==> src/rtl/i2c_pkg.sv <==
// Constants shared by the I2C target and master: FSM encoding, R/W and ACK levels.
package i2c_pkg;

  typedef enum logic [2:0] {
    ST_IDLE      = 3'd0,
    ST_ADDR      = 3'd1,
    ST_ADDR_ACK  = 3'd2,
    ST_SUBADDR   = 3'd3,
    ST_WRITE     = 3'd4,
    ST_READ      = 3'd5,
    ST_WAIT_STOP = 3'd6
  } i2c_state_e;

  localparam logic       RW_WRITE           = 1'b0;
  localparam logic       RW_READ            = 1'b1;
  localparam logic       ACK                = 1'b0;
  localparam logic       NACK               = 1'b1;
  localparam logic [6:0] DEFAULT_SLAVE_ADDR = 7'h5C;

endpackage

==> src/rtl/i2c_line_filter.sv <==
// Pin conditioning: 2-flop synchronizer, saturating glitch filter, registered edge pulses.
module i2c_line_filter #(
  parameter int unsigned FILTER_LEN = 3
) (
  input  logic clk,
  input  logic rst,
  input  logic pin,
  output logic level,
  output logic rise,
  output logic fall
);

  localparam int unsigned CW = $clog2(FILTER_LEN + 1);

  logic [1:0]    sync;
  logic [CW-1:0] cnt;

  // Level flips only after FILTER_LEN consecutive samples disagree with it; idle bus is high.
  always_ff @(posedge clk or posedge rst) begin
    if (rst) begin
      sync  <= 2'b11;
      level <= 1'b1;
      cnt   <= '0;
      rise  <= 1'b0;
      fall  <= 1'b0;
    end else begin
      sync <= {sync[0], pin};
      rise <= 1'b0;
      fall <= 1'b0;
      if (sync[1] == level) begin
        cnt <= '0;
      end else if (cnt == CW'(FILTER_LEN - 1)) begin
        level <= sync[1];
        cnt   <= '0;
        rise  <= sync[1];
        fall  <= ~sync[1];
      end else begin
        cnt <= cnt + 1'b1;
      end
    end
  end

endmodule

==> src/rtl/i2c_slave_regs.sv <==
// I2C target exposing an 8-bit pointer / 8-bit data register file with auto-increment bursts.
module i2c_slave_regs
  import i2c_pkg::*;
#(
  parameter logic [6:0]  SLAVE_ADDR = DEFAULT_SLAVE_ADDR,
  parameter int unsigned FILTER_LEN = 3
) (
  input  logic       clk,
  input  logic       rst,
  input  logic       scl_i,
  input  logic       sda_i,
  output logic       sda_oe,
  output logic [7:0] reg_addr,
  output logic [7:0] reg_wdata,
  output logic       reg_we,
  output logic       reg_re,
  input  logic [7:0] reg_rdata,
  output logic       busy
);

  logic scl, scl_rise, scl_fall;
  logic sda, sda_rise, sda_fall;

  i2c_line_filter #(.FILTER_LEN(FILTER_LEN)) u_scl_filt (
    .clk(clk), .rst(rst), .pin(scl_i), .level(scl), .rise(scl_rise), .fall(scl_fall)
  );

  i2c_line_filter #(.FILTER_LEN(FILTER_LEN)) u_sda_filt (
    .clk(clk), .rst(rst), .pin(sda_i), .level(sda), .rise(sda_rise), .fall(sda_fall)
  );

  i2c_state_e state;
  logic [3:0] bit_cnt;
  logic [6:0] shift;
  logic [7:0] tx;
  logic       rw;
  logic       rd_pend;

  logic       start_c, stop_c, match_c;
  logic [7:0] rx_byte_c;

  assign start_c   = sda_fall & scl;
  assign stop_c    = sda_rise & scl;
  assign rx_byte_c = {shift, sda};
  assign match_c   = (rx_byte_c[7:1] == SLAVE_ADDR) && (SLAVE_ADDR != 7'd0);

  // bit_cnt 0..7 counts data bits; 8 marks the ACK clock; 9 means master ACKed a read byte.
  always_ff @(posedge clk or posedge rst) begin
    if (rst) begin
      state     <= ST_IDLE;
      bit_cnt   <= '0;
      shift     <= '0;
      tx        <= '0;
      rw        <= RW_WRITE;
      rd_pend   <= 1'b0;
      sda_oe    <= 1'b0;
      reg_addr  <= '0;
      reg_wdata <= '0;
      reg_we    <= 1'b0;
      reg_re    <= 1'b0;
      busy      <= 1'b0;
    end else begin
      reg_we  <= 1'b0;
      reg_re  <= 1'b0;
      rd_pend <= reg_re;
      if (rd_pend) tx <= reg_rdata;

      if (stop_c) begin
        state   <= ST_IDLE;
        busy    <= 1'b0;
        sda_oe  <= 1'b0;
        bit_cnt <= '0;
      end else if (start_c) begin
        state   <= ST_ADDR;
        bit_cnt <= '0;
        sda_oe  <= 1'b0;
      end else begin
        case (state)
          ST_ADDR, ST_SUBADDR, ST_WRITE: begin
            if (scl_rise && bit_cnt != 4'd8) begin
              shift   <= {shift[5:0], sda};
              bit_cnt <= bit_cnt + 4'd1;
              if (bit_cnt == 4'd7) begin
                if (state == ST_ADDR) begin
                  if (match_c) begin
                    busy  <= 1'b1;
                    rw    <= rx_byte_c[0];
                    state <= ST_ADDR_ACK;
                  end else begin
                    state <= ST_WAIT_STOP;
                  end
                end else if (state == ST_SUBADDR) begin
                  reg_addr <= rx_byte_c;
                end else begin
                  reg_wdata <= rx_byte_c;
                  reg_we    <= 1'b1;
                end
              end
            end else if (scl_fall && bit_cnt == 4'd8) begin
              if (!sda_oe) begin
                sda_oe <= 1'b1;
              end else begin
                sda_oe  <= 1'b0;
                bit_cnt <= '0;
                if (state == ST_SUBADDR) state <= ST_WRITE;
                else                     reg_addr <= reg_addr + 8'd1;
              end
            end
          end

          ST_ADDR_ACK: begin
            if (scl_rise && sda_oe && rw == RW_READ) begin
              reg_re <= 1'b1;
            end else if (scl_fall) begin
              if (!sda_oe) begin
                sda_oe <= 1'b1;
              end else begin
                bit_cnt <= '0;
                if (rw == RW_READ) begin
                  state  <= ST_READ;
                  sda_oe <= ~tx[7];
                end else begin
                  state  <= ST_SUBADDR;
                  sda_oe <= 1'b0;
                end
              end
            end
          end

          ST_READ: begin
            if (scl_rise) begin
              if (bit_cnt < 4'd8) begin
                bit_cnt <= bit_cnt + 4'd1;
              end else if (bit_cnt == 4'd8) begin
                reg_addr <= reg_addr + 8'd1;
                if (sda == ACK) begin
                  reg_re  <= 1'b1;
                  bit_cnt <= 4'd9;
                end else begin
                  state   <= ST_WAIT_STOP;
                  bit_cnt <= '0;
                end
              end
            end else if (scl_fall) begin
              if (bit_cnt == 4'd8) begin
                sda_oe <= 1'b0;
              end else if (bit_cnt == 4'd9) begin
                sda_oe  <= ~tx[7];
                bit_cnt <= '0;
              end else begin
                sda_oe <= ~tx[6];
                tx     <= {tx[6:0], 1'b0};
              end
            end
          end

          default: ;
        endcase
      end
    end
  end

endmodule

==> config.mk <==
export PLATFORM = sky130hd
export DESIGN_NAME = i2c_slave_regs
export DESIGN_NICKNAME = d
export VERILOG_FILES = /design/src/rtl/i2c_pkg.sv /design/src/rtl/i2c_line_filter.sv /design/src/rtl/i2c_slave_regs.sv
export SDC_FILE = /design/constraint.sdc
export NUM_CORES = 1
export LEC_CHECK = 0
export BUFFER_PORTS_ARGS = -buffer_cell sky130_fd_sc_hd__buf_2
export CORE_MARGIN = 2
export CORE_UTILIZATION = 47
export DETAILED_ROUTE_END_ITERATION = 6
export PLACE_DENSITY_LB_ADDON = 0.25
export REMOVE_ABC_BUFFERS = 1
export SLEW_MARGIN = 25
export SYNTH_ARGS = -nofsm -noshare
export SYNTH_HDL_FRONTEND = slang
export SYNTH_SLANG_ARGS = --single-unit
==> constraint.sdc <==
create_clock -name clk -period 6.66 [get_ports clk]
set_input_delay 0.333 -clock clk [delete_from_list [all_inputs] [get_ports clk]]
set_output_delay 0.333 -clock clk [all_outputs]
set_load 0.02 [all_outputs]
==> results.txt, run 1 <==
----------------------------------------------------
[Setup path]
  Critical Path End Type ... flop
  Reg-to-reg endpoint ... reg_addr[1]$_DFFE_PP0P_
  Crit-path max FO ... 10
  Crit Reg-Reg Startpoint ... bit_cnt[0]$_DFFE_PP0P_
  Classification of the worst setup path ... reg -> reg
  Cells on worst reg2reg path ... 7
  Reg-to-reg slack, setup ... 4.17 ns
  Arrival time at the worst endpoint ... about 2.7 ns
  Required arrival time at the worst endpoint ... 6.89 ns
  Startpoint class of the critical path ... flop

[Hold path]
  Path class of the lowest-slack min-delay path ... in -> reg
  Worst hold path startpoint ... scl_i
  Hold-critical path depth ... 1
  Endpoint with the worst hold slack ... u_scl_filt.sync[0]$_DFF_PP1_

[Routing]
  Residual DRC ... 0
  Number of vias in the routed layout ... roughly 2600
  Average wire per standard cell ... roughly 16 um
  Antenna violation net count after detailed routing ... 0
  Sum of routed wire length over all layers ... around 6900 um
  Detailed router's first-iteration violation count ... roughly 360
  Detailed-route vias per instance ... slightly above 6
  DRT Pass-1 Iters ... 5

[Floorplanning]
  Starting density of the core ... 0.4801
  Floorplan core area ... between 6000 and 7000 um2
  Rows ... 30
  Chip height ... about 87 um
  Die area ... about 7500 um2
  Count of pins on the block boundary ... 32
  Horizontal die dimension ... approximately 87 um

[Global routing]
  Met2 routing resource usage after global routing ... 0.2935
  Total track usage ... 0.1974
  Maximum number of pins on one net before global-route repair ... 40
  Initial antenna violation count ... 0
  Via count of the first global-routing pass ... roughly 2400
  Overflow left after global routing ... 0
  Met1 usage in global routing ... 0.2833
  Global routing's busiest layer ... met2
  GR met3 Demand/Resource ... 0.04095
  First-pass GRT wire length ... between 10000 and 15000 um

[Clock network]
  Register clock-pin slew on the reported worst setup and hold paths ... 0.07 ns
  Clock tree root buffer cell ... sky130_fd_sc_hd__clkbuf_8
  Level count of the clock H-tree ... 3
  TritonCTS Buffers ... 9
  # resized after CTS ... 0
  Clock latency of the later-clocked register in the worst-skew pair ... ~0.34 ns
  Clock tree buffer depth ... 2
  CTS tree ... built
  CTS Hold Buffers Added ... 1
  Total setup buffers inserted after CTS ... 0
  Number of sinks driven by the clock tree ... 58

[Timing]
  Final hold slack ... between 0.08 and 0.09 ns
  Relative slew slack ... 0.5519
  Final worst path period share ... 0.3737
  Total negative slack for setup checks ... 0 ns
  Worst setup margin ... ~4.2 ns
  Worst Clk Skew ... approximately 0.011 ns
  Final number of setup-violating endpoints ... 0
  Shortest period the worst path allows ... ~2.5 ns
  Number of hold-slack violations in the final timing report ... 0
  Setup repair after global routing missed its margin ... no
  Peak clock frequency supported by timing ... around 400 MHz
  Measured slew at the worst slew-check pin ... ~0.67 ns
  Final Max Slew Viols ... 0

[Placement]
  Placed wire-length estimate after detailed placement ... 4783 um
  Count of input and output buffers ... 31
  DP Worst Slack ... ~4 ns
  GP Congestion ... 0.9493

[Logic synthesis]
  Fraction of synthesis flops using an asynchronous set or reset pin ... 1.000
  Register area share after synthesis ... 0.4523
  Gate Count Post-Synth ... 315
  Mapped Avg Cell Area ... 10.24 um2
  Number of library cell types mapped by synthesis ... 65
  Post-synth EDFFs ... 0
  Yosys warning count ... 0
  Total of flip-flops plus latches after synthesis ... just under 60
  Main flop type after synthesis ... sky130_fd_sc_hd__dfrtp_1
  Cell Area, Synth ... between 3000 and 4000 um2

[Finish]
  Net count reported at finish ... roughly 360
  Ant. Diodes ... 0
  Fillers ... 596
  Layout area overhead ... 11.79%
  Fraction of layout cells with a size suffix above 1 ... 0.2601

[Pwr]
  Sequential power share ... 0.486
  IR Drop Worst-Case VDD ... 0.1921 mV
  Cell internal pwr ... just over 0.6 mW
  Pwr Total ... 0.8827 mW
  Switching part of the total ... 0.2989
  Gate power share ... 0.144
  Leakage dissipation ... 1.650 nW
  Proportion of power drawn by the clock network ... 0.370
  Net Sw Power ... ~0.26 mW
  Pwr/cell area ... between 200 and 250 nW/um2

[Job]
  Number of max-cap violations ... 0

[Status]
  Status ... finished clean

----------------------------------------------------
[synthesized netlist by cell type (all sizes together) (6+ instances only)]
library cell | n | share of area
dfstp | 6 | 0.049
mux2 | 21 | 0.083
dfrtp | 52 | 0.40
o221ai | 8 | 0.022
a21oi | 22 | 0.036
nor2 | 30 | 0.035
nand2 | 17 | 0.022
inv | 16 | 0.019
nand3 | 11 | 0.017
buf | 12 | 0.024
clkbuf | 6 | 0.0070
nand2b | 7 | 0.014
mux2i | 13 | 0.040
o21ai | 7 | 0.011
[power groups by stage]
stage	Clock (mW)	Combinational, mW	Sequential, mW
2_1_floorplan	0	0.0941	0.421
3_3_place_gp	0	0.124	0.433
3_5_place_dp	0	0.126	0.434
4_1_cts	0.334	0.126	0.428
5_1_grt	0.351	0.143	0.433
6_report	0.326	0.127	0.429
[area by class of cell]
cell class	instances	area (um2)	share of cell area
inverters	16	60.06	0.01666
clock inverters	6	65.06	0.01804
repair buffers	33	172.7	0.04788
flip-flops and latches	58	1459	0.4046
multi-input cells	223	1612	0.4469
well taps	80	100.1	0.02776
clock buffers	10	137.6	0.03817
[layout by cell type (no fill, tap or decap), types with 2 or more instances in the layout]
cell	synthesis	layout
sky130_fd_sc_hd__a211oi_1	4	4
sky130_fd_sc_hd__a21o_1	4	4
sky130_fd_sc_hd__a21oi_1	20	20
sky130_fd_sc_hd__a21oi_2	2	2
sky130_fd_sc_hd__a22oi_1	4	4
sky130_fd_sc_hd__a31o_2	2	2
sky130_fd_sc_hd__a31oi_1	3	3
sky130_fd_sc_hd__and3_1	3	3
sky130_fd_sc_hd__buf_2	8	31
sky130_fd_sc_hd__clkbuf_8	0	10
sky130_fd_sc_hd__clkinv_2	0	2
sky130_fd_sc_hd__dfrtp_1	52	52
sky130_fd_sc_hd__dfstp_2	6	6
sky130_fd_sc_hd__ha_1	4	4
sky130_fd_sc_hd__inv_1	16	15
sky130_fd_sc_hd__mux2_2	13	13
sky130_fd_sc_hd__mux2_4	8	8
sky130_fd_sc_hd__mux2i_1	13	13
sky130_fd_sc_hd__nand2_1	16	16
sky130_fd_sc_hd__nand2b_1	7	7
sky130_fd_sc_hd__nand3_1	11	11
sky130_fd_sc_hd__nand3b_1	2	2
sky130_fd_sc_hd__nand4_1	4	4
sky130_fd_sc_hd__nand4b_1	2	2
sky130_fd_sc_hd__nor2_1	30	30
sky130_fd_sc_hd__nor2b_1	5	5
sky130_fd_sc_hd__nor3_1	5	4
sky130_fd_sc_hd__nor3b_1	2	2
sky130_fd_sc_hd__o2111ai_1	2	2
sky130_fd_sc_hd__o211ai_1	5	5
sky130_fd_sc_hd__o21a_1	3	3
sky130_fd_sc_hd__o21ai_0	6	6
sky130_fd_sc_hd__o221a_2	2	2
sky130_fd_sc_hd__o221ai_1	8	8
sky130_fd_sc_hd__o2bb2ai_1	2	2
sky130_fd_sc_hd__o31ai_1	2	2
sky130_fd_sc_hd__or3_1	2	2
[cells by family (layout without fill, tap and decap cells)]
family,Yosys count,in the layout,share of synthesized area
xor gates and xnor gates,1,1,0.002716
AOI/OAI and AO/OA,80,80,0.1784
muxes,34,34,0.1230
DFF,58,58,0.4523
adders and majority gates,4,4,0.01552
and+or+nand+nor,104,104,0.1784
buffers and inverters,34,65,0.04965
[critical path: stages, from the launching register on]
cell	delay (ns)
sky130_fd_sc_hd__dfrtp_1	0.49
sky130_fd_sc_hd__inv_1	0.08
sky130_fd_sc_hd__ha_1	0.28
sky130_fd_sc_hd__and3b_2	0.29
sky130_fd_sc_hd__a211oi_1	0.25
sky130_fd_sc_hd__o21a_1	0.34
sky130_fd_sc_hd__o21a_1	0.29
sky130_fd_sc_hd__mux2_2	0.36
[sequential cells by signal, summed over array words and instances, names as in the netlist]
name,count
u_scl_filt.sync,2
reg_wdata,8
u_sda_filt.fall,1
u_scl_filt.cnt,2
u_sda_filt.rise,1
u_scl_filt.rise,1
busy,1
shift,7
u_scl_filt.fall,1
reg_re,1
reg_addr,8
reg_we,1
sda_oe,1
rd_pend,1
rw,1
u_sda_filt.sync,2
tx,8
state,3
bit_cnt,4
u_sda_filt.level,1
u_sda_filt.cnt,2
u_scl_filt.level,1
[how the worst max path moves through the flow]
stage	from	end	slack, ns
4_1_cts	bit_cnt[0]$_DFFE_PP0P_	reg_addr[2]$_DFFE_PP0P_	4.11
6_report	bit_cnt[0]$_DFFE_PP0P_	reg_addr[1]$_DFFE_PP0P_	4.17
3_5_place_dp	bit_cnt[0]$_DFFE_PP0P_	reg_addr[2]$_DFFE_PP0P_	4.12
5_1_grt	bit_cnt[0]$_DFFE_PP0P_	reg_addr[1]$_DFFE_PP0P_	4.04
2_1_floorplan	bit_cnt[0]$_DFFE_PP0P_	reg_wdata[0]$_DFFE_PP0P_	4.42
3_3_place_gp	bit_cnt[0]$_DFFE_PP0P_	reg_addr[2]$_DFFE_PP0P_	4.20
[layer usage]
| layer | wire length [um] | vias to the layer above |
|---|---|---|
| li1 | - | 1215 |
| met3 | 469 | 14 |
| met5 | 0 | - |
| met2 | 3129 | 123 |
| met4 | 119 | 0 |
| met1 | 3223 | 1274 |
[metrics by stage]
step | instances | area, um2 | utilization
after floorplan | 297 | 3126 | -
after global placement | 409 | 3388 | 0.5043
after detailed placement | 409 | 3388 | 0.5043
after CTS | 426 | 3601 | 0.5359
after global routing | 426 | 3606 | 0.5367
final | 426 | 3606 | 0.5367
No activity file was read; power rests on OpenSTA's default activity.
==> inputs of run 2 (changes only) <==
--- a/config.mk
+++ b/config.mk
@@ -5,6 +5,7 @@
 export SDC_FILE = /design/constraint.sdc
 export NUM_CORES = 1
 export LEC_CHECK = 0
+export ABC_AREA = 1
 export BUFFER_PORTS_ARGS = -buffer_cell sky130_fd_sc_hd__buf_2
 export CORE_MARGIN = 2
 export CORE_UTILIZATION = 47
==> constraint.sdc (replaced) <==
create_clock -name clk -period 2.31 [get_ports clk]
set_input_delay 0.1155 -clock clk [delete_from_list [all_inputs] [get_ports clk]]
set_output_delay 0.1155 -clock clk [all_outputs]
set_load 0.02 [all_outputs]
==> results.txt, run 2 <==
----------------------------------------------------
[Setup path]
  Worst path buffer plus inverter count ... 2
  Required arrival time at the worst endpoint ... 2.55 ns
  Cell breakdown of the critical path ... inv_1 > ha_1 > nand3_4 > nand2_4 > nor2_2 > inv_1 > a21oi_1 > o21ai_2
  Most prevalent standard cell on the critical path ... sky130_fd_sc_hd__inv_1
  Crit Reg-Reg Startpoint ... bit_cnt[0]$_DFFE_PP0P_
  Arrival time at the worst endpoint ... between 2 and 2.5 ns
  Critical Path Slowest Stage Cell ... sky130_fd_sc_hd__dfrtp_1
  Critical Path End Type ... flop
  Classification of the worst setup path ... reg -> reg
  Critical path origin ... bit_cnt[0]$_DFFE_PP0P_
  CP delay by family, top ... simple AND/OR/NAND/NOR gates
  Crit-path max FO ... 13
  Reg-to-reg slack, setup ... 0.22 ns
  Highest cell delay on the worst timing path ... around 0.47 ns
  Startpoint class of the critical path ... flop

[Clock network]
  TritonCTS Buffers ... 9
  Level count of the clock H-tree ... 3
  Clock latency of the later-clocked register in the worst-skew pair ... ~0.35 ns
  Clock tree buffer depth ... 2
  Number of sinks driven by the clock tree ... 58
  Register clock-pin slew on the reported worst setup and hold paths ... approximately 0.08 ns
  Total setup buffers inserted after CTS ... 0
  Clock tree root buffer cell ... sky130_fd_sc_hd__clkbuf_8
  CTS tree ... built

[Timing]
  Worst setup margin ... around 0.22 ns
  Final worst path period share ... 0.9060
  Setup repair after global routing missed its margin ... no
  Relative slew slack ... 0.5748
  Final hold slack ... approximately 0.067 ns
  Measured slew at the worst slew-check pin ... 0.6369 ns
  Total negative slack for setup checks ... 0 ns
  Peak clock frequency supported by timing ... 477.8 MHz
  Final number of setup-violating endpoints ... 0
  Number of hold-slack violations in the final timing report ... 0
  Shortest period the worst path allows ... 2.093 ns
  Final Max Slew Viols ... 0
  Worst Clk Skew ... between 0.008 and 0.009 ns

[Floorplanning]
  Horizontal die dimension ... ~87 um
  Die area ... around 7600 um2
  Chip height ... around 87 um
  Floorplan core area ... about 6800 um2
  Count of pins on the block boundary ... 32
  Starting density of the core ... 0.4819
  Rows ... 30

[Hold path]
  Worst hold path startpoint ... reg_rdata[0]
  Path class of the lowest-slack min-delay path ... in -> reg

[Routing]
  Detailed-route vias per instance ... roughly 5
  Number of vias in the routed layout ... around 2800
  Sum of routed wire length over all layers ... roughly 7000 um
  Average wire per standard cell ... roughly 13 um
  Antenna violation net count after detailed routing ... 0
  Residual DRC ... 0
  Detailed router's first-iteration violation count ... ~220
  DRT Pass-1 Iters ... 5

[Placement]
  GP Congestion ... ~0.93
  DP Worst Slack ... around 0.25 ns
  Count of input and output buffers ... 31
  Placed wire-length estimate after detailed placement ... just over 5000 um

[Logic synthesis]
  Cell accounting for the most synthesized area ... sky130_fd_sc_hd__dfrtp_1
  Fraction of synthesis flops using an asynchronous set or reset pin ... 1.000
  Main flop type after synthesis ... sky130_fd_sc_hd__dfrtp_1
  Proportion of netlist area held by the largest area contributor ... 0.3997
  Yosys warning count ... 0
  Post-synth EDFFs ... 0
  Top cells by area in the synthesized netlist ... sky130_fd_sc_hd__dfrtp_1, sky130_fd_sc_hd__nand2_1, sky130_fd_sc_hd__o21ai_0
  Gate Count Post-Synth ... around 430
  Count leader, synth ... sky130_fd_sc_hd__nand2_1
  Register area share after synthesis ... 0.4481
  Cell Area, Synth ... roughly 3300 um2
  Mapped Avg Cell Area ... 7.554 um2
  Cell types with the highest counts after synthesis ... sky130_fd_sc_hd__nand2_1, sky130_fd_sc_hd__dfrtp_1, sky130_fd_sc_hd__inv_1
  Total of flip-flops plus latches after synthesis ... between 50 and 60
  Number of library cell types mapped by synthesis ... 31

[Status]
  Status ... finished clean

[Finish]
  Ant. Diodes ... 0
  Largest registers ... reg_addr x8, reg_wdata x8, tx x8
  Fraction of layout cells with a size suffix above 1 ... 0.1847
  Fillers ... roughly 650
  Commonest non-fill, non-tap cells in the layout ... sky130_fd_sc_hd__nand2_1, sky130_fd_sc_hd__dfrtp_1, sky130_fd_sc_hd__inv_1, sky130_fd_sc_hd__o21ai_0
  Net count reported at finish ... 482
  Layout area overhead ... 13.11%
  Most common cell after layout, fill and taps aside ... sky130_fd_sc_hd__nand2_1
  Core utilization of the finished layout ... 0.5450

[Global routing]
  Total track usage ... 0.1984
  Overflow left after global routing ... 0
  First-pass GRT wire length ... approximately 12000 um
  Initial antenna violation count ... 0
  Via count of the first global-routing pass ... approximately 2600
  Maximum number of pins on one net before global-route repair ... 31

[Pwr]
  Leakage dissipation ... around 1.9 nW
  IR Drop Worst-Case VDD ... between 0.6 and 0.7 mV
  Pwr/cell area ... roughly 1100 nW/um2

[Job]
  Number of max-cap violations ... 0

----------------------------------------------------
## run 2: cell types whose count changed after synthesis, sizes merged, moves of 5 or more
cell / change
nor2b: -5
nand2: +127
inv: +35
o21ai: +46
nand3: +28
a21oi: -15
o221ai: -8
nor2: +8
mux2: -21
o211ai: -5
nand2b: -7
mux2i: -13
## run 2: area by class of cell
type                    instances  area [um2]  area share
multi-input cells             309        1509      0.4098
clock buffers                   9       123.9     0.03364
clock inverters                 7       76.32     0.02073
inverters                      51       193.9     0.05267
repair buffers                 37       220.2     0.05980
well taps                      80       100.1     0.02718
flip-flops and latches         58        1459      0.3962
## run 2: per-layer routing
layer,up-vias,global-route usage,share of wire
li1,1434,-,-
met1,1269,0.2657,0.48
met2,91,0.2998,0.44
met3,20,0.04645,0.045
met4,0,0.1035,0.029
met5,-,0,0
## run 2: cells by family after synthesis
kind of cell | after synthesis | synth area share
buffers and inverters | 64 | 0.08839
AOI/OAI and AO/OA | 61 | 0.1107
DFF | 58 | 0.4481
adders and majority gates | 4 | 0.01537
and+or+nand+nor | 238 | 0.3213
xor gates and xnor gates | 6 | 0.01614
## run 2: report_power, final
| part | switching, mW | internal [mW] | leakage (nW) |
|---|---|---|---|
| Combinational | 1.18 | 0.582 | 1.07 |
| Sequential | 0.271 | 1.25 | 0.735 |
| Clock | 0.446 | 0.504 | 0.0962 |
## run 2: worst register-to-register path, delay by kind of cell (launching register included)
family	cells	cell delay, ns
AND/OR/NAND/NOR	3	0.68
flip-flops	1	0.47
buffers and inverters	2	0.27
adder cells (fa/ha/maj)	1	0.28
AO/OA/AOI/OAI	2	0.31
## run 2: worst paths after layout
check                                                to  cells past startpoint
min                                     tx[0]$_DFF_PP0_                      5
max reg2reg                     reg_addr[6]$_DFFE_PP0P_                      8
min in group asynchronous   u_sda_filt.cnt[0]$_DFF_PP0_                      3
min reg2reg                u_scl_filt.sync[1]$_DFF_PP1_                      0
max                             reg_addr[6]$_DFFE_PP0P_                      8
max in group asynchronous          state[2]$_DFFE_PP0P_                      4
## run 2: what timing repair did
action / in CTS / in global routing
gates resized for setup: 0 / 0
hold buffers: 3 / 0
hold endpoints to repair: 25 / 0
## run 2: stage by stage
step           cell area [um2]  power [mW]  instances
2_1_floorplan             3162       2.805        418
3_3_place_gp              3452       3.224        532
3_5_place_dp              3452       3.250        532
4_1_cts                   3682       4.237        551
5_1_grt                   3682       4.553        551
6_report                  3682       4.231        551
==> inputs of run 3 (changes only) <==
--- a/config.mk
+++ b/config.mk
@@ -5,7 +5,6 @@
 export SDC_FILE = /design/constraint.sdc
 export NUM_CORES = 1
 export LEC_CHECK = 0
-export ABC_AREA = 1
 export BUFFER_PORTS_ARGS = -buffer_cell sky130_fd_sc_hd__buf_2
 export CORE_MARGIN = 2
 export CORE_UTILIZATION = 47
==> results.txt, run 3 (synthesized netlist as in run 1, its figures left out) <==
----------------------------------------------------
[Global routing]
  Maximum number of pins on one net before global-route repair ... 26
  Overflow left after global routing ... 0
  Total track usage ... 0.2033
  Via count of the first global-routing pass ... about 2600
  First-pass GRT wire length ... approximately 12000 um
  Initial antenna violation count ... 0

[Pwr]
  Switching part of the total ... 0.2962
  Leakage dissipation ... between 1.5 and 2 nW
  Gate power share ... 0.164
  Pwr/cell area ... ~680 nW/um2
  Sequential power share ... 0.473
  Cell internal pwr ... 1.819 mW
  Net Sw Power ... between 0.7 and 0.8 mW
  Proportion of power drawn by the clock network ... 0.363
  IR Drop Worst-Case VDD ... around 0.45 mV

[Setup path]
  Startpoint class of the critical path ... flop
  Classification of the worst setup path ... reg -> reg
  Critical Path End Type ... flop
  Required arrival time at the worst endpoint ... around 2.5 ns
  Arrival time at the worst endpoint ... 2.40 ns
  Crit-path max FO ... 7

[Finish]
  Fillers ... a little under 600
  Ant. Diodes ... 0
  Fraction of layout cells with a size suffix above 1 ... 0.3065
  Commonest non-fill, non-tap cells in the layout ... sky130_fd_sc_hd__dfrtp_1, sky130_fd_sc_hd__buf_2, sky130_fd_sc_hd__nor2_1, sky130_fd_sc_hd__buf_4, sky130_fd_sc_hd__a21oi_1
  Sequential cell area ... 1459 um2
  Most common cell after layout, fill and taps aside ... sky130_fd_sc_hd__dfrtp_1
  Final Cell Area ... around 3800 um2
  Largest registers ... reg_addr x8, reg_wdata x8, tx x8
  Layout Cells excl Fill ... 452
  Net count reported at finish ... approximately 380
  Layout area overhead ... 18.19%
  Multi-input gate area in the final layout ... approximately 1600 um2

[Floorplanning]
  Starting density of the core ... 0.4801
  Chip height ... between 80 and 90 um
  Horizontal die dimension ... 86.85 um
  Die area ... around 7500 um2
  Floorplan core area ... about 6700 um2
  Count of pins on the block boundary ... 32
  Rows ... 30

[Placement]
  Placed wire-length estimate after detailed placement ... between 5000 and 6000 um
  Placed cell count ... ~430
  DP Worst Slack ... 0.002644 ns
  Count of input and output buffers ... 31
  GP Congestion ... between 0.8 and 0.9
  Area of placed instances ... about 3600 um2

[Routing]
  Sum of routed wire length over all layers ... between 7000 and 8000 um
  Average wire per standard cell ... about 16 um
  Detailed-route vias per instance ... 5.843
  Antenna violation net count after detailed routing ... 0
  Routed length on met3 ... 505 um
  DRT Pass-1 Iters ... 5
  WL met1 ... 3323 um
  Residual DRC ... 0
  Met2 wire len ... 3179 um
  Number of vias in the routed layout ... approximately 2600
  Detailed router's first-iteration violation count ... 263
  Highest routed layer ... met4

[Timing]
  Worst setup margin ... around 0.14 ns
  Final number of setup-violating endpoints ... 0
  Relative slew slack ... 0.5411
  Final worst path period share ... 0.9414
  Final Max Slew Viols ... 0
  Worst Clk Skew ... approximately 0.0046 ns
  Total negative slack for setup checks ... 0 ns
  Number of hold-slack violations in the final timing report ... 0
  Shortest period the worst path allows ... roughly 2.2 ns
  Peak clock frequency supported by timing ... between 400 and 500 MHz
  Measured slew at the worst slew-check pin ... ~0.69 ns
  Setup repair after global routing missed its margin ... no

[Clock network]
  Register clock-pin slew on the reported worst setup and hold paths ... roughly 0.07 ns
  Total setup buffers inserted after CTS ... 0
  Clock tree buffer depth ... 2
  Clock tree root buffer cell ... sky130_fd_sc_hd__clkbuf_8
  TritonCTS Buffers ... 9
  Number of sinks driven by the clock tree ... 58
  CTS tree ... built
  Clock latency of the later-clocked register in the worst-skew pair ... roughly 0.34 ns
  Level count of the clock H-tree ... 3

[Hold path]
  Path class of the lowest-slack min-delay path ... in -> reg

[Job]
  Number of max-cap violations ... 0

[Status]
  Status ... finished clean

----------------------------------------------------
[run 3: changes by cell type in the layout (fill, tap and decap cells not counted), sizes merged, moves of 13 or more]
| cell | change |
|---|---|
| a21oi | +15 |
| buf | +22 |
| inv | -37 |
| mux2 | +21 |
| mux2i | +13 |
| nand2 | -127 |
| nand3 | -28 |
| o21ai | -46 |
[run 3: path summary, 6_finish.rpt]
path	startpoint	endpoint	slack, ns	cells past startpoint
worst max register to register	bit_cnt[0]$_DFFE_PP0P_	bit_cnt[0]$_DFFE_PP0P_	0.14	7
worst min register to register	u_scl_filt.sync[0]$_DFF_PP1_	u_scl_filt.sync[1]$_DFF_PP1_	0.36	0
worst max-delay path	bit_cnt[0]$_DFFE_PP0P_	bit_cnt[0]$_DFFE_PP0P_	0.14	7
max in group asynchronous	rst	u_sda_filt.sync[0]$_DFF_PP1_	1.27	4
worst min-delay path	reg_rdata[0]	tx[0]$_DFF_PP0_	0.04	3
min in group asynchronous	rst	reg_wdata[6]$_DFFE_PP0P_	0.34	3
[run 3: what timing repair did]
| action | CTS | global route |
|---|---|---|
| hold buffers | 3 | 0 |
| resized for setup | 1 | 3 |
| setup endpoints to repair | 5 | 4 |
| hold endpoints to repair | 25 | 0 |
[run 3: final cells by class]
class / count / area share
Sequential cell: 58 / 0.3827
Multi-Input combinational cell: 223 / 0.4260
Tap cell: 80 / 0.02626
Clock inverter: 4 / 0.01346
Clock buffer: 12 / 0.03807
Timing Repair Buffer: 59 / 0.09780
Inverter: 16 / 0.01575
[run 3: power groups by stage]
stage	clock network [mW]	registers [mW]	logic, mW
2_1_floorplan	0	1.21	0.271
3_3_place_gp	0	1.24	0.410
3_5_place_dp	0	1.24	0.411
4_1_cts	0.969	1.22	0.418
5_1_grt	1.02	1.23	0.470
6_report	0.939	1.22	0.424
[run 3: critical path: stages (launching register included)]
cell                      delay (ns)
sky130_fd_sc_hd__dfrtp_1        0.39
sky130_fd_sc_hd__inv_1          0.06
sky130_fd_sc_hd__ha_1           0.27
sky130_fd_sc_hd__and3b_2        0.29
sky130_fd_sc_hd__nor2_1         0.29
sky130_fd_sc_hd__o221a_2        0.30
sky130_fd_sc_hd__nor2_1         0.10
sky130_fd_sc_hd__o41ai_2        0.36
[run 3: through the flow]
| step | power (mW) | hold WS [ns] | utilization |
|---|---|---|---|
| 2_1_floorplan | 1.485 | 0.1200 | - |
| 3_3_place_gp | 1.646 | 0.1716 | 0.5311 |
| 3_5_place_dp | 1.648 | 0.1826 | 0.5311 |
| 4_1_cts | 2.606 | 0.03393 | 0.5655 |
| 5_1_grt | 2.720 | 0.07138 | 0.5674 |
| 6_report | 2.584 | 0.04206 | 0.5674 |
[run 3: routing by layer]
metal / global-route usage / up-vias
met5: 0 / -
met4: 0.1023 / 0
met3: 0.05333 / 18
met2: 0.2935 / 124
met1: 0.2816 / 1231
li1: - / 1268
